File: src/rtl/instr_decode_stage_pkg.sv
// Shared RV32I decode types for the decode stage.
// Holds the operation enum, opcode/funct constants, the decoded entry
// struct and the skid buffer state type.
package instruction_utils;

   typedef enum logic [5:0] {
      INSTR_LUI, INSTR_AUIPC, INSTR_JAL, INSTR_JALR,
      INSTR_BEQ, INSTR_BNE, INSTR_BLT, INSTR_BGE, INSTR_BLTU, INSTR_BGEU,
      INSTR_LB, INSTR_LH, INSTR_LW, INSTR_LBU, INSTR_LHU,
      INSTR_SB, INSTR_SH, INSTR_SW,
      INSTR_ADDI, INSTR_SLTI, INSTR_SLTIU, INSTR_XORI, INSTR_ORI, INSTR_ANDI,
      INSTR_SLLI, INSTR_SRLI, INSTR_SRAI,
      INSTR_ADD, INSTR_SUB, INSTR_SLL, INSTR_SLT, INSTR_SLTU,
      INSTR_XOR, INSTR_SRL, INSTR_SRA, INSTR_OR, INSTR_AND,
      INSTR_ILLEGAL
   } rv32i_instr_e;

   localparam logic [6:0] OP     = 7'b0110011;
   localparam logic [6:0] OP_IMM = 7'b0010011;
   localparam logic [6:0] LOAD   = 7'b0000011;
   localparam logic [6:0] STORE  = 7'b0100011;
   localparam logic [6:0] BRANCH = 7'b1100011;
   localparam logic [6:0] JAL    = 7'b1101111;
   localparam logic [6:0] JALR   = 7'b1100111;
   localparam logic [6:0] LUI    = 7'b0110111;
   localparam logic [6:0] AUIPC  = 7'b0010111;

   // ALU funct3
   localparam logic [2:0] F3_ADD  = 3'b000;
   localparam logic [2:0] F3_SLL  = 3'b001;
   localparam logic [2:0] F3_SLT  = 3'b010;
   localparam logic [2:0] F3_SLTU = 3'b011;
   localparam logic [2:0] F3_XOR  = 3'b100;
   localparam logic [2:0] F3_SR   = 3'b101;
   localparam logic [2:0] F3_OR   = 3'b110;
   localparam logic [2:0] F3_AND  = 3'b111;
   // branch funct3
   localparam logic [2:0] F3_BEQ  = 3'b000;
   localparam logic [2:0] F3_BNE  = 3'b001;
   localparam logic [2:0] F3_BLT  = 3'b100;
   localparam logic [2:0] F3_BGE  = 3'b101;
   localparam logic [2:0] F3_BLTU = 3'b110;
   localparam logic [2:0] F3_BGEU = 3'b111;
   // load/store width funct3
   localparam logic [2:0] F3_B    = 3'b000;
   localparam logic [2:0] F3_H    = 3'b001;
   localparam logic [2:0] F3_W    = 3'b010;
   localparam logic [2:0] F3_BU   = 3'b100;
   localparam logic [2:0] F3_HU   = 3'b101;

   localparam logic [6:0] F7_BASE = 7'b0000000;
   localparam logic [6:0] F7_ALT  = 7'b0100000;

   typedef enum logic [2:0] {
      FMT_R, FMT_I, FMT_SH, FMT_S, FMT_B, FMT_U, FMT_J
   } instr_fmt_e;

   typedef struct packed {
      rv32i_instr_e instr;
      logic [4:0]   rs1_addr;
      logic [4:0]   rs2_addr;
      logic [4:0]   rd_addr;
      logic [31:0]  imm;
      logic [31:0]  pc;
      logic         illegal;
   } decoded_instr_t;

   localparam decoded_instr_t DECODED_RESET = '{
      instr:    INSTR_ILLEGAL,
      rs1_addr: 5'd0,
      rs2_addr: 5'd0,
      rd_addr:  5'd0,
      imm:      32'd0,
      pc:       32'd0,
      illegal:  1'b0
   };

   typedef enum logic [1:0] {SKID_EMPTY, SKID_ONE, SKID_TWO} skid_state_e;

endpackage

File: src/rtl/instr_decode_stage_skid.sv
// Two-entry skid buffer with flush for the decode stage output.
// Ports: clk, rst (async, active-high); in_valid/in_ready/in_data upstream;
// flush discards everything held and the word presented this cycle;
// out_valid/out_ready/out_data downstream.
//
// state      | meaning
// SKID_EMPTY | nothing held
// SKID_ONE   | main register holds the output entry
// SKID_TWO   | main holds output, skid holds the next entry
module decode_skid_buffer
   import instruction_utils::*;
#(
   parameter int unsigned    W       = 8,
   parameter bit             EN_SKID = 1'b1,
   parameter logic [W-1:0]   RST_VAL = '0
) (
   input  logic         clk,
   input  logic         rst,
   input  logic         in_valid,
   output logic         in_ready,
   input  logic [W-1:0] in_data,
   input  logic         flush,
   output logic         out_valid,
   input  logic         out_ready,
   output logic [W-1:0] out_data
);

   skid_state_e  state_q, state_d;
   logic [W-1:0] main_q, skid_q;
   logic         in_ready_q;
   logic         accept, drain;
   logic         load_main, load_skid, main_from_skid;

   assign out_valid = (state_q != SKID_EMPTY);
   assign out_data  = main_q;
   // Without the skid entry the ready has to look at out_ready directly.
   assign in_ready  = EN_SKID ? in_ready_q : (!out_valid || out_ready);
   assign accept    = in_valid && in_ready && !flush;
   assign drain     = out_valid && out_ready;

   always_comb begin
      state_d        = state_q;
      load_main      = 1'b0;
      load_skid      = 1'b0;
      main_from_skid = 1'b0;
      if (flush) begin
         state_d = SKID_EMPTY;
      end else begin
         case (state_q)
            SKID_EMPTY: begin
               if (accept) begin
                  state_d   = SKID_ONE;
                  load_main = 1'b1;
               end
            end
            SKID_ONE: begin
               if (accept && drain) begin
                  load_main = 1'b1;
               end else if (accept) begin
                  state_d   = SKID_TWO;
                  load_skid = 1'b1;
               end else if (drain) begin
                  state_d = SKID_EMPTY;
               end
            end
            SKID_TWO: begin
               if (drain) begin
                  state_d        = SKID_ONE;
                  main_from_skid = 1'b1;
               end
            end
            default: state_d = SKID_EMPTY;
         endcase
      end
   end

   always_ff @(posedge clk or posedge rst) begin
      if (rst) begin
         state_q    <= SKID_EMPTY;
         in_ready_q <= 1'b1;
         main_q     <= RST_VAL;
         skid_q     <= RST_VAL;
      end else begin
         state_q    <= state_d;
         in_ready_q <= (state_d != SKID_TWO);
         if (load_main)           main_q <= in_data;
         else if (main_from_skid) main_q <= skid_q;
         if (load_skid)           skid_q <= in_data;
      end
   end

endmodule

File: src/rtl/instr_decode_stage.sv
// RV32I decode stage: combinational decode of the fetched word into
// operation, register indices and immediate, registered through a skid buffer.
// Ports: clk, rst (async, active-high); in_valid/in_ready/in_instr/in_pc from
// fetch; flush from execute take_branch; out_valid/out_ready and the decoded
// out_instr, out_rs1_addr, out_rs2_addr, out_rd_addr, out_imm, out_pc,
// out_illegal to execute.
module instr_decode_stage
   import instruction_utils::*;
#(
   parameter bit EN_SKID = 1'b1
) (
   input  logic         clk,
   input  logic         rst,
   input  logic         in_valid,
   output logic         in_ready,
   input  logic [31:0]  in_instr,
   input  logic [31:0]  in_pc,
   input  logic         flush,
   output logic         out_valid,
   input  logic         out_ready,
   output rv32i_instr_e out_instr,
   output logic [4:0]   out_rs1_addr,
   output logic [4:0]   out_rs2_addr,
   output logic [4:0]   out_rd_addr,
   output logic [31:0]  out_imm,
   output logic [31:0]  out_pc,
   output logic         out_illegal
);

   logic [6:0]     opcode, funct7;
   logic [2:0]     funct3;
   rv32i_instr_e   op;
   instr_fmt_e     fmt;
   decoded_instr_t dec, held;

   assign opcode = in_instr[6:0];
   assign funct3 = in_instr[14:12];
   assign funct7 = in_instr[31:25];

   // Full 7-bit opcode match also rejects compressed and all-zero words.
   always_comb begin
      op  = INSTR_ILLEGAL;
      fmt = FMT_R;
      case (opcode)
         LUI:   begin op = INSTR_LUI;   fmt = FMT_U; end
         AUIPC: begin op = INSTR_AUIPC; fmt = FMT_U; end
         JAL:   begin op = INSTR_JAL;   fmt = FMT_J; end
         JALR: begin
            fmt = FMT_I;
            if (funct3 == 3'b000) op = INSTR_JALR;
         end
         BRANCH: begin
            fmt = FMT_B;
            case (funct3)
               F3_BEQ:  op = INSTR_BEQ;
               F3_BNE:  op = INSTR_BNE;
               F3_BLT:  op = INSTR_BLT;
               F3_BGE:  op = INSTR_BGE;
               F3_BLTU: op = INSTR_BLTU;
               F3_BGEU: op = INSTR_BGEU;
               default: op = INSTR_ILLEGAL;
            endcase
         end
         LOAD: begin
            fmt = FMT_I;
            case (funct3)
               F3_B:    op = INSTR_LB;
               F3_H:    op = INSTR_LH;
               F3_W:    op = INSTR_LW;
               F3_BU:   op = INSTR_LBU;
               F3_HU:   op = INSTR_LHU;
               default: op = INSTR_ILLEGAL;
            endcase
         end
         STORE: begin
            fmt = FMT_S;
            case (funct3)
               F3_B:    op = INSTR_SB;
               F3_H:    op = INSTR_SH;
               F3_W:    op = INSTR_SW;
               default: op = INSTR_ILLEGAL;
            endcase
         end
         OP_IMM: begin
            fmt = FMT_I;
            case (funct3)
               F3_ADD:  op = INSTR_ADDI;
               F3_SLT:  op = INSTR_SLTI;
               F3_SLTU: op = INSTR_SLTIU;
               F3_XOR:  op = INSTR_XORI;
               F3_OR:   op = INSTR_ORI;
               F3_AND:  op = INSTR_ANDI;
               // funct7 compare covers the reserved shamt[5] bit too
               F3_SLL: begin
                  fmt = FMT_SH;
                  if (funct7 == F7_BASE) op = INSTR_SLLI;
               end
               F3_SR: begin
                  fmt = FMT_SH;
                  if (funct7 == F7_BASE)     op = INSTR_SRLI;
                  else if (funct7 == F7_ALT) op = INSTR_SRAI;
               end
               default: op = INSTR_ILLEGAL;
            endcase
         end
         OP: begin
            fmt = FMT_R;
            if (funct7 == F7_BASE) begin
               case (funct3)
                  F3_ADD:  op = INSTR_ADD;
                  F3_SLL:  op = INSTR_SLL;
                  F3_SLT:  op = INSTR_SLT;
                  F3_SLTU: op = INSTR_SLTU;
                  F3_XOR:  op = INSTR_XOR;
                  F3_SR:   op = INSTR_SRL;
                  F3_OR:   op = INSTR_OR;
                  F3_AND:  op = INSTR_AND;
                  default: op = INSTR_ILLEGAL;
               endcase
            end else if (funct7 == F7_ALT) begin
               if (funct3 == F3_ADD)     op = INSTR_SUB;
               else if (funct3 == F3_SR) op = INSTR_SRA;
            end
         end
         default: op = INSTR_ILLEGAL;
      endcase
   end

   always_comb begin
      dec          = DECODED_RESET;
      dec.instr    = op;
      dec.pc       = in_pc;
      dec.illegal  = (op == INSTR_ILLEGAL);
      if (op != INSTR_ILLEGAL) begin
         case (fmt)
            FMT_R: begin
               dec.rd_addr  = in_instr[11:7];
               dec.rs1_addr = in_instr[19:15];
               dec.rs2_addr = in_instr[24:20];
            end
            FMT_I: begin
               dec.rd_addr  = in_instr[11:7];
               dec.rs1_addr = in_instr[19:15];
               dec.imm      = {{20{in_instr[31]}}, in_instr[31:20]};
            end
            FMT_SH: begin
               dec.rd_addr  = in_instr[11:7];
               dec.rs1_addr = in_instr[19:15];
               dec.imm      = {27'd0, in_instr[24:20]};
            end
            FMT_S: begin
               dec.rs1_addr = in_instr[19:15];
               dec.rs2_addr = in_instr[24:20];
               dec.imm      = {{20{in_instr[31]}}, in_instr[31:25], in_instr[11:7]};
            end
            FMT_B: begin
               dec.rs1_addr = in_instr[19:15];
               dec.rs2_addr = in_instr[24:20];
               dec.imm      = {{19{in_instr[31]}}, in_instr[31], in_instr[7],
                               in_instr[30:25], in_instr[11:8], 1'b0};
            end
            FMT_U: begin
               dec.rd_addr  = in_instr[11:7];
               dec.imm      = {in_instr[31:12], 12'd0};
            end
            FMT_J: begin
               dec.rd_addr  = in_instr[11:7];
               dec.imm      = {{11{in_instr[31]}}, in_instr[31], in_instr[19:12],
                               in_instr[20], in_instr[30:21], 1'b0};
            end
            default: dec.rd_addr = 5'd0;
         endcase
      end
   end

   decode_skid_buffer #(
      .W       ($bits(decoded_instr_t)),
      .EN_SKID (EN_SKID),
      .RST_VAL (DECODED_RESET)
   ) u_skid (
      .clk       (clk),
      .rst       (rst),
      .in_valid  (in_valid),
      .in_ready  (in_ready),
      .in_data   (dec),
      .flush     (flush),
      .out_valid (out_valid),
      .out_ready (out_ready),
      .out_data  (held)
   );

   assign out_instr    = held.instr;
   assign out_rs1_addr = held.rs1_addr;
   assign out_rs2_addr = held.rs2_addr;
   assign out_rd_addr  = held.rd_addr;
   assign out_imm      = held.imm;
   assign out_pc       = held.pc;
   assign out_illegal  = held.illegal;

endmodule

File: config.mk
export PLATFORM = sky130hd
export DESIGN_NAME = instr_decode_stage
export DESIGN_NICKNAME = d
export VERILOG_FILES = /design/src/rtl/instr_decode_stage_pkg.sv /design/src/rtl/instr_decode_stage_skid.sv /design/src/rtl/instr_decode_stage.sv
export SDC_FILE = /design/constraint.sdc
export NUM_CORES = 1
export LEC_CHECK = 0
export CAP_MARGIN = 20
export CORE_AREA = 3 3 136 138
export CTS_CLUSTER_DIAMETER = 30
export CTS_CLUSTER_SIZE = 40
export DETAILED_ROUTE_END_ITERATION = 6
export DIE_AREA = 0 0 139 141
export GPL_ROUTABILITY_DRIVEN = 0
export GPL_TIMING_DRIVEN = 0
export PLACE_DENSITY = 0.74
export RECOVER_POWER = 25
export SLEW_MARGIN = 25
export SYNTH_ARGS = -nofsm -noshare
export SYNTH_HDL_FRONTEND = slang
export SYNTH_SLANG_ARGS = --single-unit
File: constraint.sdc
create_clock -name clk -period 9.65 [get_ports clk]
set_input_delay 1.93 -clock clk [delete_from_list [all_inputs] [get_ports clk]]
set_output_delay 1.93 -clock clk [all_outputs]
set_load 0.05 [all_outputs]
# Word level (Yosys, flattened, before mapping)
# Memories as Yosys holds them, arrays and structs flattened.
# Index checks and enable logic that the tools add are counted.
[word_totals]
ff_bits = 175
mem_bits_ro = 48
input_bits = 69
word_cells = 89
memories = 1
[op_classes]
n_eq_ne = 28
muxes = 39
reduce_logical = 17
[mem_list]
columns = ["name", "words", "width", "rd", "rd_ports_with_merged_regs", "write_ports", "line_no", "rtl"]
rows = [
  ["(no name shown)", 8, 6, 1, 0, 0, "instr_decode_stage.sv:109", "case (funct3)"],
]
[op_table]
columns = ["cell", "n"]
rows = [
  ["$pmux W32 S6", 1],
  ["$mux W86", 2],
  ["$pmux W6 S9", 1],
  ["$pmux W6 S8", 1],
  ["$mux W47", 1],
  ["$mux W6", 7],
  ["$pmux W6 S6", 1],
  ["$pmux W6 S5", 1],
  ["$eq A7 B6 Y1 const B", 4],
  ["$eq A3 B3 Y1 const B", 7],
  ["$eq A7 B7 Y1 const B", 3],
  ["$pmux W3 S6", 1],
  ["$pmux W6 S3", 1],
  ["$mux W5", 3],
  ["$eq A7 B5 Y1 const B", 2],
  ["$mux W2", 7],
  ["$eq A3 B2 Y1 const B", 4],
  ["$reduce_or A5 Y1", 2],
  ["$mux W1", 9],
  ["$eq A7 B2 Y1 const B", 1],
  ["$logic_not A7 Y1", 1],
  ["$eq A3 B1 Y1 const B", 2],
  ["$eq A6 B6 Y1 const B", 1],
  ["$logic_not A3 Y1", 2],
  ["13 further kinds", 19],
]

# Longest topological paths before layout
# Gate-level depths: netlist of the first run.
[depth]
ltp_word = 9
ltp_mapped = 13

# By module
# Synthesis of the first run repeated with hierarchy kept, for this count alone.
[unflattened]
hier_cells = 734
hier_area_um2 = 9514.1
[modules_own_cells]
columns = ["module", "instances", "cells_per_inst", "area_each_um2"]
rows = [
  ["decode_skid_buffer", 1, 479, 7943.9],
  ["instr_decode_stage", 1, 255, 1570.3],
]

# Worst setup path after synthesis of the first run
# Ideal clock, no wire load.
[synth_path]
path_kind = "input to register"
from = "in in_instr[13]"
to = "reg u_skid.main_q[0], in the netlist u_skid.out_data[0]"
setup_time_ps = 78
t_arrival_ps = 4786
required_time_ps = 9572
setup_slack_ps = 4786
path_stages = 11
n_path_buf = 3
cell_sequence = "clkbuf_1 > inv_1 > ha_1 > clkbuf_1 > mux4_2 > a2111oi_0 > a311o_1 > o211ai_2 > nor4_1 > clkbuf_1 > o21bai_1"
[synth_via]
elab_chain_cells = 8
[synth_lines]
columns = ["item", "line_no", "rtl"]
rows = [
  ["start, declared", "instr_decode_stage.sv:16", "input logic [31:0] in_instr,"],
  ["$eq A3 B3 Y1", "n/a", ""],
  ["$mux W3", "instr_decode_stage.sv:122", "else if (funct3 == F3_SR) op = INSTR_SRA;"],
  ["$mux W6", "instr_decode_stage.sv:121", "if (funct3 == F3_ADD) op = INSTR_SUB;"],
  ["$mux W6", "instr_decode_stage.sv:120", "end else if (funct7 == F7_ALT) begin"],
  ["$mux W6", "instr_decode_stage.sv:108", "if (funct7 == F7_BASE) begin"],
  ["$pmux W6 S9 (*)", "instr_decode_stage.sv:44", "case (opcode)"],
  ["$eq A6 B6 Y1 (*)", "instr_decode_stage.sv:133", "dec.illegal = (op == INSTR_ILLEGAL);"],
  ["$mux W86 (*)", "instr_decode_stage_skid.sv:86", "if (load_main) main_q <= in_data;"],
  ["end signal, assigned", "instr_decode_stage_skid.sv:86", ""],
  ["end signal, assigned", "instr_decode_stage_skid.sv:87", "else if (main_from_skid) main_q <= skid_q;"],
  ["end, declared", "instr_decode_stage_skid.sv:29", "logic [W-1:0] main_q, skid_q;"],
]
# Every way passes the cells marked *; elsewhere a longest branch is shown, timed or not.
# A chain may end at the register's enable or synchronous reset.

==> reports/summary.md, run 1 <==
- io pins: 157
- Die Outline Area: 0.0196 mm^2
- cell area after synthesis: 0.00865 mm^2
- Post-Synth Simple-Gate Area: 25.3%
- top cell family by delay on the critical path: buffers and inverters
- sink count of the clock tree: 175
- row cnt: 48
- Port Buffer Count: 153
- startpoint of the most critical setup path: rst
- Worst EP arrival: 6.39 ns
- setup repair after global routing missed its margin: false
- total global routing track utilization: 26.9%
- Critical Path Source Type: input pin
- Critical path buffers and inverters: 3
- Max IR drop VDD: 144 uV
- overall via count from detail_route: 8276
- starting density of the core: 50.0%
- diode count: 0
- category of the most critical setup path: input pin to asynchronous set/reset pin
- Max-Cap Viols: 3
- Root Driver: sky130_fd_sc_hd__clkbuf_16
- worst path required time: 9.34 ns
- placed instance area: 0.0105 mm^2
- total of flip-flops plus latches after synthesis: 175
- signed area change from the synthesized netlist to the final layout: 28.8%
- most frequent cells in the layout: sky130_fd_sc_hd__nand2_1 (413), sky130_fd_sc_hd__dfrtp_1 (168), sky130_fd_sc_hd__clkdlybuf4s50_1 (152), sky130_fd_sc_hd__clkbuf_1 (71), sky130_fd_sc_hd__o31ai_1 (48)
- hold-fix buffers at CTS: 0
- longest individual stage delay on the worst path: 2.66 ns
- largest fanout on the critical path: 69
- sum of routed wire length over all layers: 26500 um
- summed area of non-filler cells in the final layout: 0.0111 mm^2
- clock tree from TritonCTS: yes
- largest net degree at the start of global routing: 70
- min cycle time layout: 6.70 ns
- Syn Area/Cell: 8.42 um^2
- count of different cell masters after synthesis: 60
- Antenna Violating Nets Remaining: 0
- clock tree skew after final layout: 0.0111 ns
- startpoint of the worst hold path: u_skid.skid_q[80]
- 1st-iter DRT viols: 907
- number of synthesized flops with an enable pin: 0
- run status: finished with violations
- cells after synthesis: 1028
- final hold slack: 0.474 ns
- adder and majority gate portion of the synthesized area: 1.01%
- area fraction in compound gates after synthesis: 17.7%
- chip width: 139 um
- placed wire-length estimate: 18600 um
- layout cell share with drive strength beyond 1: 4.86%
- launching point of the worst reg2reg path: u_skid.in_ready
- routed wirelength normalized by instance count: 18.4 um
- number of warnings printed during yosys synthesis: 0
- ys flop type: sky130_fd_sc_hd__dfrtp_1
- mux cell area share after synthesis: 0.752%
- most common cell after layout, fill and taps aside: sky130_fd_sc_hd__nand2_1
- xor and xnor fraction of the mapped netlist area: 0.202%
- remaining routing DRC violations: 0
- Bufs on Longest Clock Path: 2
- power density over the cells: 193 mW/mm^2
- endpoint type of the worst setup path: asynchronous set/reset pin
- cts bufs inserted: 17
- proportion of synthesized chip area in sequential cells: 50.7%
- Max-Slew Margin vs Limit: -145%
- final net count: 1278
- number of nets produced by synthesis: 1104
- instance count on the critical path: 3
- violations in the final reports: max-capacitance violations, max-slew violations
- crit path cell chain: dlygate4sd3_1, clkinvlp_2, clkbuf_1
- clk slew on worst S/H paths: 0.07 ns
- maximum frequency from static timing analysis: 149 MHz
- gr ovfl total: 0
- async set or reset register ratio after synthesis: 100%
- final setup violating endpoints: 0
- main combinational cell family by area after synthesis: simple AND/OR/NAND/NOR gates
- number of cells on the worst reg-to-reg path: 6
- number of global-route vias before repair: 7926
- Pre-antenna DRT Iters: 6
- first-pass GRT wire length: 42500 um
- cell count of the worst hold path: 2
- Total Negative Setup Slacks: 0 ns
- number of hold-slack violations in the final timing report: 0
- clock latency reported for the late side of the worst-skew pair: 0.43 ns
- Resize count post-CTS: 0
- number of antenna violations at the first check in global routing: 0
- Die Ht: 141 um
- path category of the worst min-delay check: flip-flop to flip-flop
- core area: 0.0173 mm^2
- share of the cycle needed by the critical path after routing: 69.4%
- H-tree levels: 4
- number of slew-limit violations in the final report: 180
- via-per-instance ratio: 5.75
- Tightest Pin Transition: 3.67 ns
- Setup Fix Bufs, Post-CTS: 0
- Leakage Power: 5.05 nW
- Crit-path slowest cell: sky130_fd_sc_hd__clkbuf_1
## cell type report
type,count,area (um^2)
Fill cell,1541,6150
Sequential cell,175,4390
Multi-Input combinational cell,762,3900
Timing Repair Buffer,155,1540
Clock buffer,19,443
Buffer,76,312
Tap cell,225,282
Clock inverter,13,220
Inverter,15,57.6
## registers in the layout (all words and copies together), names as in the netlist
register	count
u_skid.skid_q	86
u_skid.in_ready	1
u_skid.state_q	2
u_skid.out_data	86
## Yosys cell counts, types with 6 or more instances
master,count,area [um^2]
sky130_fd_sc_hd__nor2_1,29,109
sky130_fd_sc_hd__o31ai_1,48,360
sky130_fd_sc_hd__o21ai_0,46,230
sky130_fd_sc_hd__inv_1,15,56.3
sky130_fd_sc_hd__nor3_1,8,40.0
sky130_fd_sc_hd__a21oi_1,28,140
sky130_fd_sc_hd__a22oi_1,40,300
sky130_fd_sc_hd__or3_1,6,37.5
sky130_fd_sc_hd__dfrtp_1,168,4200
sky130_fd_sc_hd__nand3_1,6,30.0
sky130_fd_sc_hd__clkbuf_1,68,255
sky130_fd_sc_hd__or2_2,6,37.5
sky130_fd_sc_hd__and3_1,17,106
sky130_fd_sc_hd__nor2b_1,7,43.8
sky130_fd_sc_hd__o41ai_1,10,87.6
sky130_fd_sc_hd__nand2_1,413,1550
sky130_fd_sc_hd__dfstp_2,7,184
sky130_fd_sc_hd__a211oi_1,15,113
sky130_fd_sc_hd__ha_1,7,87.6
sky130_fd_sc_hd__nand2b_1,11,68.8
## worst paths after layout
path                                        to  slack (ns)
max                        u_skid.out_data[58]        2.95
min                          u_skid.skid_q[80]        0.47
max reg2reg                u_skid.out_data[80]        7.01
min reg2reg                  u_skid.skid_q[80]        0.47
max in group clk             u_skid.skid_q[52]        3.47
min in group asynchronous  u_skid.out_data[79]        2.50
## metal layers
metal / vias up / track usage (%) / share of wire, %
li1: 3844 / - / -
met1: 4010 / 39.3 / 44
met2: 381 / 41.3 / 46
met3: 41 / 5.36 / 7.5
met4: 0 / 7.31 / 1.9
met5: - / 0 / 0
## cell families (layout without fill, tap and decap cells)
logic type	after synthesis	after routing
xor+xnor	2	2
flops	175	175
compound gates	224	224
buf+inv	91	278
mux	5	5
simple gates	524	524
fa+ha+maj	7	7
## worst min-delay path, stage by stage (launching register included)
cell                      delay [ns]
sky130_fd_sc_hd__dfstp_2        0.37
sky130_fd_sc_hd__nand2_1        0.05
sky130_fd_sc_hd__nand2_1        0.05
## power breakdown
group | switching [mW] | leakage (nW) | total [mW] | internal (mW)
registers | 0.0543 | 2.30 | 0.885 | 0.831
logic | 0.325 | 2.42 | 0.492 | 0.168
clock network | 0.303 | 0.324 | 0.776 | 0.473
total | 0.682 | 5.05 | 2.15 | 1.47
## through the flow
step	worst slack (ns)	std cells	power, mW	utilization (%)
6_report	2.95	1440	2.15	64.4
4_1_cts	3.53	1440	2.16	64.7
2_1_floorplan	2.99	1028	1.20	-
3_3_place_gp	0.532	1406	1.38	60.5
5_1_grt	1.98	1440	2.24	64.4
3_5_place_dp	3.14	1408	1.39	60.9
No activity file was read; power rests on OpenSTA's default activity.
==> inputs of run 2 (changes only) <==
==> constraint.sdc (replaced) <==
create_clock -name clk -period 6.65 [get_ports clk]
set_input_delay 1.33 -clock clk [delete_from_list [all_inputs] [get_ports clk]]
set_output_delay 1.33 -clock clk [all_outputs]
set_load 0.05 [all_outputs]
==> reports/summary.md, run 2 (synthesized netlist as in run 1, its figures left out) <==
- run status: finished with violations
- violations in the final reports: max-capacitance violations, max-slew violations
- Critical Path Source Type: input pin
- placed wire-length estimate: 18600 um
- worst path setup slack after routing: 1.01 ns
- row cnt: 48
- clk slew on worst S/H paths: 0.07 ns
- number of antenna violations at the first check in global routing: 0
- Pre-antenna DRT Iters: 6
- largest fanout on the critical path: 10
- final setup violating endpoints: 0
- overall via count from detail_route: 8336
- Max IR drop VDD: 208 uV
- chip width: 139 um
- category of the most critical setup path: input pin to flip-flop
- Critical path buffers and inverters: 5
- instance count on the critical path: 12
- clock tree skew after final layout: 0.00990 ns
- launching point of the worst reg2reg path: u_skid.in_ready
- number of cells on the worst reg-to-reg path: 6
- Leakage Power: 5.07 nW
- layout cell share with drive strength beyond 1: 5.02%
- longest individual stage delay on the worst path: 0.86 ns
- Antenna Violating Nets Remaining: 0
- Total Negative Setup Slacks: 0 ns
- 1st-iter DRT viols: 910
- most frequent cells in the layout: sky130_fd_sc_hd__nand2_1 (413), sky130_fd_sc_hd__dfrtp_1 (168), sky130_fd_sc_hd__clkdlybuf4s50_1 (152), sky130_fd_sc_hd__clkbuf_1 (69), sky130_fd_sc_hd__o31ai_1 (48)
- path category of the worst min-delay check: flip-flop to flip-flop
- endpoint type of the worst setup path: flip-flop
- Max-Slew Margin vs Limit: -52.8%
- non-filler instance count after layout: 1440
- maximum frequency from static timing analysis: 177 MHz
- worst path required time: 6.93 ns
- starting density of the core: 50.0%
- remaining routing DRC violations: 0
- sum of routed wire length over all layers: 26500 um
- clock latency reported for the late side of the worst-skew pair: 0.42 ns
- total global routing track utilization: 26.9%
- top cell family by delay on the critical path: buffers and inverters
- clock tree from TritonCTS: yes
- Worst EP arrival: 5.91 ns
- H-tree levels: 4
- hold-fix buffers at CTS: 0
- final hold slack: 0.467 ns
- startpoint of the most critical setup path: in_instr[13]
- Setup Fix Bufs, Post-CTS: 0
- sink count of the clock tree: 175
- Crit-path slowest cell: sky130_fd_sc_hd__nor4_1
- Tightest Pin Transition: 2.28 ns
- Cells after DPL: 1408
- Resize count post-CTS: 0
- min cycle time layout: 5.64 ns
- setup repair after global routing missed its margin: false
- signed area change from the synthesized netlist to the final layout: 29.3%
- share of the cycle needed by the critical path after routing: 84.8%
- cts bufs inserted: 17
- Post-Place Worst Slack: 0.740 ns
- Max-Cap Viols: 1
- Root Driver: sky130_fd_sc_hd__clkbuf_16
- routed wirelength normalized by instance count: 18.4 um
- power density over the cells: 279 mW/mm^2
- Register-to-Register Setup Slack: 4.00 ns
- Bufs on Longest Clock Path: 2
- number of hold-slack violations in the final timing report: 0
- Port Buffer Count: 153
- io pins: 157
- Die Ht: 141 um
- core area: 0.0173 mm^2
- number of slew-limit violations in the final report: 46
- via-per-instance ratio: 5.79
- first-pass GRT wire length: 42500 um
- endpoint of the worst setup timing path: u_skid.out_data[55]
- most common cell after layout, fill and taps aside: sky130_fd_sc_hd__nand2_1
- worst reg2reg path endpoint: u_skid.out_data[80]
- number of global-route vias before repair: 7926
- Die Outline Area: 0.0196 mm^2
- crit path cell chain: clkdlybuf4s50_1, clkbuf_1, inv_1, ha_1, clkbuf_1, mux4_2, a2111oi_0, a311o_1, o211ai_2, nor4_1, clkbuf_1, a211oi_1
- diode count: 0
- final net count: 1278
- largest net degree at the start of global routing: 70
- gr ovfl total: 0
- most common cell type on the critical path: sky130_fd_sc_hd__clkbuf_1
run 2: cell types whose count changed in the layout (fill, tap and decap cells not counted), sizes merged:
| cell | change |
|---|---|
| buf | +2 |
| clkbuf | -2 |
run 2: worst min-delay path by stage:
stage	startpoint	end	slack (ns)	cells past startpoint
floorplan	u_skid.skid_q[80]	u_skid.skid_q[80]	0.44	2
global placement	u_skid.skid_q[85]	u_skid.skid_q[85]	0.45	2
detailed placement	u_skid.skid_q[85]	u_skid.skid_q[85]	0.45	2
CTS	u_skid.skid_q[80]	u_skid.skid_q[80]	0.47	2
global route	u_skid.skid_q[80]	u_skid.skid_q[80]	0.48	2
finish	u_skid.skid_q[80]	u_skid.skid_q[80]	0.47	2
run 2: through the flow:
stage                     power (mW)  area (um^2)  utilization [%]
final                           3.13        11200             64.7
after global routing            3.25        11200             64.7
after CTS                       3.13        11200             64.7
after detailed placement        2.02        10500             60.9
after global placement          2.00        10500             60.5
after floorplan                 1.74         8650                -
run 2: per-layer routing:
layer | track usage, % | routed length [um] | up-vias
li1 | - | - | 3844
met1 | 39.3 | 11600 | 4062
met2 | 41.3 | 12300 | 389
met3 | 5.36 | 2050 | 41
met4 | 7.31 | 521 | 0
met5 | 0 | 0 | -
run 2: final cells by class:
type	count	area (um^2)
Fill cell	1535	6110
Sequential cell	175	4390
Multi-Input combinational cell	762	3900
Timing Repair Buffer	155	1590
Clock buffer	19	443
Buffer	76	312
Tap cell	225	282
Clock inverter	13	220
Inverter	15	57.6
run 2: tightest hold or removal path: stages (launching register included):
cell	delay (ns)
sky130_fd_sc_hd__dfstp_2	0.37
sky130_fd_sc_hd__nand2_1	0.05
sky130_fd_sc_hd__nand2_1	0.05
run 2: power breakdown:
part | internal [mW] | switching [mW] | leakage (nW)
clock network | 0.686 | 0.438 | 0.324
registers | 1.21 | 0.0786 | 2.30
logic | 0.247 | 0.472 | 2.44
total | 2.14 | 0.988 | 5.07
==> inputs of run 3 (changes only) <==
==> constraint.sdc (replaced) <==
create_clock -name clk -period 5.6 [get_ports clk]
set_input_delay 1.12 -clock clk [delete_from_list [all_inputs] [get_ports clk]]
set_output_delay 1.12 -clock clk [all_outputs]
set_load 0.05 [all_outputs]
==> reports/summary.md, run 3 (synthesized netlist as in run 1, its figures left out) <==
- Resize count post-CTS: 0
- final hold slack: 0.458 ns
- Max-Cap Viols: 1
- clock tree from TritonCTS: yes
- Setup Fix Bufs, Post-CTS: 0
- top cell family by delay on the critical path: buffers and inverters
- starting density of the core: 50.0%
- share of the cycle needed by the critical path after routing: 96.7%
- Tightest Pin Transition: 1.50 ns
- core area: 0.0173 mm^2
- Register-to-Register Setup Slack: 2.84 ns
- most frequent cells in the layout: sky130_fd_sc_hd__nand2_1 (413), sky130_fd_sc_hd__dfrtp_1 (168), sky130_fd_sc_hd__clkdlybuf4s50_1 (152), sky130_fd_sc_hd__clkbuf_1 (74), sky130_fd_sc_hd__o31ai_1 (48)
- path category of the worst min-delay check: flip-flop to flip-flop
- placed instance area: 0.0106 mm^2
- Die Outline Area: 0.0196 mm^2
- setup repair after global routing missed its margin: false
- Max-Slew Margin vs Limit: 0.134%
- Worst EP arrival: 5.69 ns
- crit path cell chain: clkdlybuf4s50_1, clkbuf_1, inv_1, ha_1, clkbuf_1, mux4_2, a2111oi_0, a311o_1, o211ai_2, o31ai_1, clkbuf_1, o21ai_0
- number of antenna violations at the first check in global routing: 0
- sum of routed wire length over all layers: 26600 um
- hold-fix buffers at CTS: 0
- most common cell after layout, fill and taps aside: sky130_fd_sc_hd__nand2_1
- Crit-path slowest cell: sky130_fd_sc_hd__o31ai_1
- Bufs on Longest Clock Path: 2
- diode count: 0
- min cycle time layout: 5.42 ns
- Filler Cell Count: 1530
- longest individual stage delay on the worst path: 0.78 ns
- sink count of the clock tree: 175
- io pins: 157
- signed area change from the synthesized netlist to the final layout: 29.0%
- Critical Path Source Type: input pin
- cts bufs inserted: 17
- remaining routing DRC violations: 0
- number of cells on the worst reg-to-reg path: 6
- layout cell share with drive strength beyond 1: 5.00%
- Pre-antenna DRT Iters: 5
- via-per-instance ratio: 5.73
- clock tree skew after final layout: 0.00893 ns
- category of the most critical setup path: input pin to flip-flop
- most common cell type on the critical path: sky130_fd_sc_hd__clkbuf_1
- H-tree levels: 4
- row cnt: 48
- number of hold-slack violations in the final timing report: 0
- number of global-route vias before repair: 8039
- Root Driver: sky130_fd_sc_hd__clkbuf_16
- Port Buffer Count: 153
- endpoint type of the worst setup path: flip-flop
- total power consumption of the routed design: 3.63 mW
- total global routing track utilization: 27.1%
- power density over the cells: 325 mW/mm^2
- placed wire-length estimate: 19000 um
- run status: finished with violations
- overall via count from detail_route: 8286
- largest net degree at the start of global routing: 29
- gr ovfl total: 0
- instance count on the critical path: 12
- final setup violating endpoints: 0
- Leakage Power: 5.05 nW
- Critical path buffers and inverters: 5
- Max IR drop VDD: 267 uV
- Die Ht: 141 um
- Total Negative Setup Slacks: 0 ns
- cell count of the worst hold path: 2
- share of the core filled with cells in the final layout: 64.5%
- Antenna Violating Nets Remaining: 0
- 1st-iter DRT viols: 759
- violations in the final reports: max-capacitance violations
- routed wirelength normalized by instance count: 18.4 um
- final net count: 1283
- maximum frequency from static timing analysis: 185 MHz
- clock latency reported for the late side of the worst-skew pair: 0.43 ns
- chip width: 139 um
- number of slew-limit violations in the final report: 0
- first-pass GRT wire length: 42600 um
- worst path required time: 5.87 ns
- clk slew on worst S/H paths: 0.07 ns
- largest fanout on the critical path: 10
- summed area of non-filler cells in the final layout: 0.0112 mm^2
## run 3: changes by cell type in the layout (fill, tap and decap cells not counted), sizes merged
cell,delta
clkbuf,+5
bufinv,-2
clkinvlp,+2
## run 3: routing by layer
layer  track usage [%]  vias to the layer above  wire, um
met2              40.6                      381     12200
met4              9.17                        0       651
met3              4.88                       45      1980
met1              39.9                     3991     11800
met5                 0                        -         0
li1                  -                     3869         -
## run 3: path summary, 6_finish.rpt
| path | startpoint | endpoint |
|---|---|---|
| min | u_skid.skid_q[85] | u_skid.skid_q[85] |
| max in group asynchronous | rst | u_skid.out_data[1] |
| min reg2reg | u_skid.skid_q[85] | u_skid.skid_q[85] |
| max | in_instr[13] | u_skid.skid_q[52] |
| min in group asynchronous | rst | u_skid.out_data[27] |
| max reg2reg | u_skid.in_ready | u_skid.out_data[80] |
## run 3: through the flow
stage               cells  worst slack (ns)
CTS                  1445             0.342
global placement     1406           -0.0261
detailed placement   1413           -0.0608
global route         1445           0.00907
floorplan            1028              1.55
finish               1445             0.184
## run 3: worst reg2reg max path, delay by kind of cell (launching register included)
kind	cells	cell delay, ns
AND/OR/NAND/NOR	2	0.93
buffers and inverters	2	0.97
flip-flops	1	0.53
AO/OA/AOI/OAI	2	0.25
## run 3: cell type report
| cell class | instances | area (um^2) | area share (%) |
|---|---|---|---|
| plain buffers | 76 | 312 | 2.79 |
| clock buffers | 19 | 443 | 3.97 |
| clock inverters | 13 | 179 | 1.60 |
| inverters | 15 | 57.6 | 0.516 |
| multi-input cells | 762 | 3900 | 35.0 |
| flip-flops and latches | 175 | 4390 | 39.3 |
| well taps | 225 | 282 | 2.52 |
| repair buffers | 160 | 1600 | 14.3 |
## run 3: power breakdown
| group | switching [mW] | internal, mW |
|---|---|---|
| Combinational | 0.561 | 0.293 |
| Sequential | 0.0939 | 1.43 |
| Clock | 0.525 | 0.727 |
| Total | 1.18 | 2.45 |
==> variant: new RTL, config.mk and constraints of run 2 <==
`EN_SKID` is set to 1'b1 in 2 places; all go to 1'b0.
--- a/src/rtl/instr_decode_stage_skid.sv
+++ b/src/rtl/instr_decode_stage_skid.sv
@@ -13,3 +13,3 @@
    parameter int unsigned    W       = 8,
-   parameter bit             EN_SKID = 1'b1,
+   parameter bit             EN_SKID = 1'b0,
    parameter logic [W-1:0]   RST_VAL = '0
--- a/src/rtl/instr_decode_stage.sv
+++ b/src/rtl/instr_decode_stage.sv
@@ -9,3 +9,3 @@
 #(
-   parameter bit EN_SKID = 1'b1
+   parameter bit EN_SKID = 1'b0
 ) (
Function: changed (a bounded check fails within 4 cycles, from zero or initial values and one cycle with rst high).
==> variant against run 2 <==
  * Routed wire length decreased by 23%
  * Setup slack improved by 1400 ps
  * Clock power is 14% lower
  * Synthesized area shrank 12%
  * Final area is 10% lower
  * Sequential share of layout area grew 4.1 points
  * Sequential cell count down 1
  * Total power down 18%
  * The run still ends with max-capacitance violations, max-slew violations left
==> variant: results (changes against run 2) <==
{| class="wikitable"
! Metric !! Value
|-
| Run status || finished, violations left
|-
| Violations in the final reports || max-capacitance violations, max-slew violations
|-
| Placed cell count || 1103 (-22%)
|-
| Vias after detailed routing || 6122 (-27%)
|-
| DRC violation total after the first TritonRoute iteration || 457 (-50%)
|-
| Startpoint of the tightest hold check path || u_skid.skid_q[82]
|-
| Leakage component of the power || 4.29 nW (-15%)
|-
| Antenna violations before repair || 0 (unchanged)
|-
| Adder-cell share of the synthesized area || 0.0115 (+0.00136)
|-
| Mapped Nets || 797 (-28%)
|-
| Endpoint of the lowest-slack register-to-register path || u_skid.out_data[64]
|-
| Crit. Startpoint || out_ready
|-
| GR met3 Demand/Resource || 0.0621 (+0.00848)
|-
| Met1 Usage GRT || 0.293 (-0.100)
|-
| Final Max Tran Viols || 76 (+65%)
|-
| Number of search-and-repair iterations in the first detailed-routing pass || 5 (-1)
|-
| Met2 layer usage reported by global route || 0.319 (-0.0946)
|-
| Max-cap violations || 1 (unchanged)
|-
| Xor and xnor fraction of the mapped netlist area || 0.00115 (-0.000876)
|-
| Total Routing Usage GR || 0.209 (-0.0603)
|-
| Quantity of I/O buffers inserted on ports || 156 (+2.0%)
|-
| Average wire per cell in the routed design || 18.0 µm (-2.0%)
|-
| Post-route clock skew || 12.1 ps (+2.22 ps)
|-
| Part of the Yosys area used for sequential elements || 0.572 (+0.0648)
|-
| Crit path arrival time || 2930 ps (-2980 ps)
|-
| Share of the synthesized area in compound gates (AO/OA/AOI/OAI) || 0.154 (-0.0235)
|-
| Ranking of synthesized cells by area || sky130_fd_sc_hd__dfrtp_1 55%, sky130_fd_sc_hd__mux2i_1 6.6%, sky130_fd_sc_hd__clkbuf_1 5.5%
|-
| Endpoint of the most critical setup path || in_ready
|-
| Number of nets in the layout || 973 (-24%)
|-
| Final HPWL from detailed placement || 14.7 mm (-21%)
|-
| Multiplexer area fraction after synthesis || 0.0700 (+0.0625)
|-
| Net load switching power || 759 µW (-23%)
|-
| Largest net degree at the start of global routing || 100 (+43%)
|-
| Launch point of the worst reg-to-reg path || u_skid.state_q[0]
|-
| Shortest period the worst path allows || 4260 ps (-1380 ps)
|-
| Aggregate routed wire length || 20.4 mm (-23%)
|-
| Post-placement worst setup slack || 1990 ps (+1250 ps)
|-
| Area after detailed placement || 9510 µm² (-9.7%)
|-
| Share of final-layout standard cells stronger than drive strength 1 || 0.0747 (+0.0245)
|-
| Vias in the first global route || 6048 (-24%)
|-
| VDD IR max || 0.218 mV (+4.6%)
|-
| First-pass GRT wire length || 32.5 mm (-23%)
|-
| Cell depth of the worst hold path || 1 (-1)
|-
| Met2 layer wire length in the routed design || 9.33 mm (-24%)
|-
| Worst R2R Setup Slack || 3790 ps (-210 ps)
|-
| Slew at the pin closest to its max-slew limit || 3310 ps (+1030 ps)
|-
| Hold-critical path endpoint || u_skid.skid_q[82]
|-
| Hold_ws || 449 ps (-18.7 ps)
|-
| Highest net fanout along the worst path || 4 (-6)
|-
| Post-Synthesis Cells || 721 (-30%)
|-
| Fill count || 1513 (-1.4%)
|-
| Number of buffers inserted to repair setup after CTS || 0 (unchanged)
|}
[variant: changes by cell type in the layout (fill, tap and decap cells not counted), sizes merged, moves of 10 or more]
| cell | before | now |
|---|---|---|
| a211oi | 15 | 3 |
| and3 | 17 | 3 |
| clkbuf | 87 | 130 |
| mux2i | 2 | 50 |
| nand2 | 413 | 94 |
| nor2 | 29 | 17 |
| o21ai | 46 | 15 |
| o22ai | 4 | 42 |
| o31ai | 48 | 5 |
| o41ai | 10 | 0 |
[variant: power groups by stage]
stage | Combinational [mW] | Sequential (mW) | Clock (mW)
finish | 0.464 | 1.13 | 0.968
global route | 0.492 | 1.13 | 1.03
CTS | 0.467 | 1.13 | 0.985
detailed placement | 0.465 | 1.15 | 0
global placement | 0.458 | 1.15 | 0
floorplan | 0.122 | 1.30 | 0
[variant: worst max-delay path, stage by stage]
cell and delay [ps]:
sky130_fd_sc_hd__dlygate4sd3_1 600, sky130_fd_sc_hd__nand2b_1 170, sky130_fd_sc_hd__clkdlybuf4s50_1 830
[variant: cell type report]
class / instances / area [µm²] / area share
sequential: 174 / 4360 / 0.433
multi-input combinational: 402 / 2680 / 0.266
timing repair buffer: 157 / 1590 / 0.158
buffer: 128 / 522 / 0.0518
clock buffer: 19 / 443 / 0.0440
tap: 225 / 282 / 0.0279
clock inverter: 13 / 135 / 0.0134
inverter: 17 / 65.1 / 0.00646
[variant: logic make-up (layout without fill, tap and decap cells)]
logic type                 after synthesis  after routing
xor gates and xnor gates                 1              1
and+or+nand+nor                        173            173
adders and majority gates                7              7
DFF                                    174            174
AOI/OAI and AO/OA                      169            169
muxes                                   52             52
buffers and inverters                  145            334
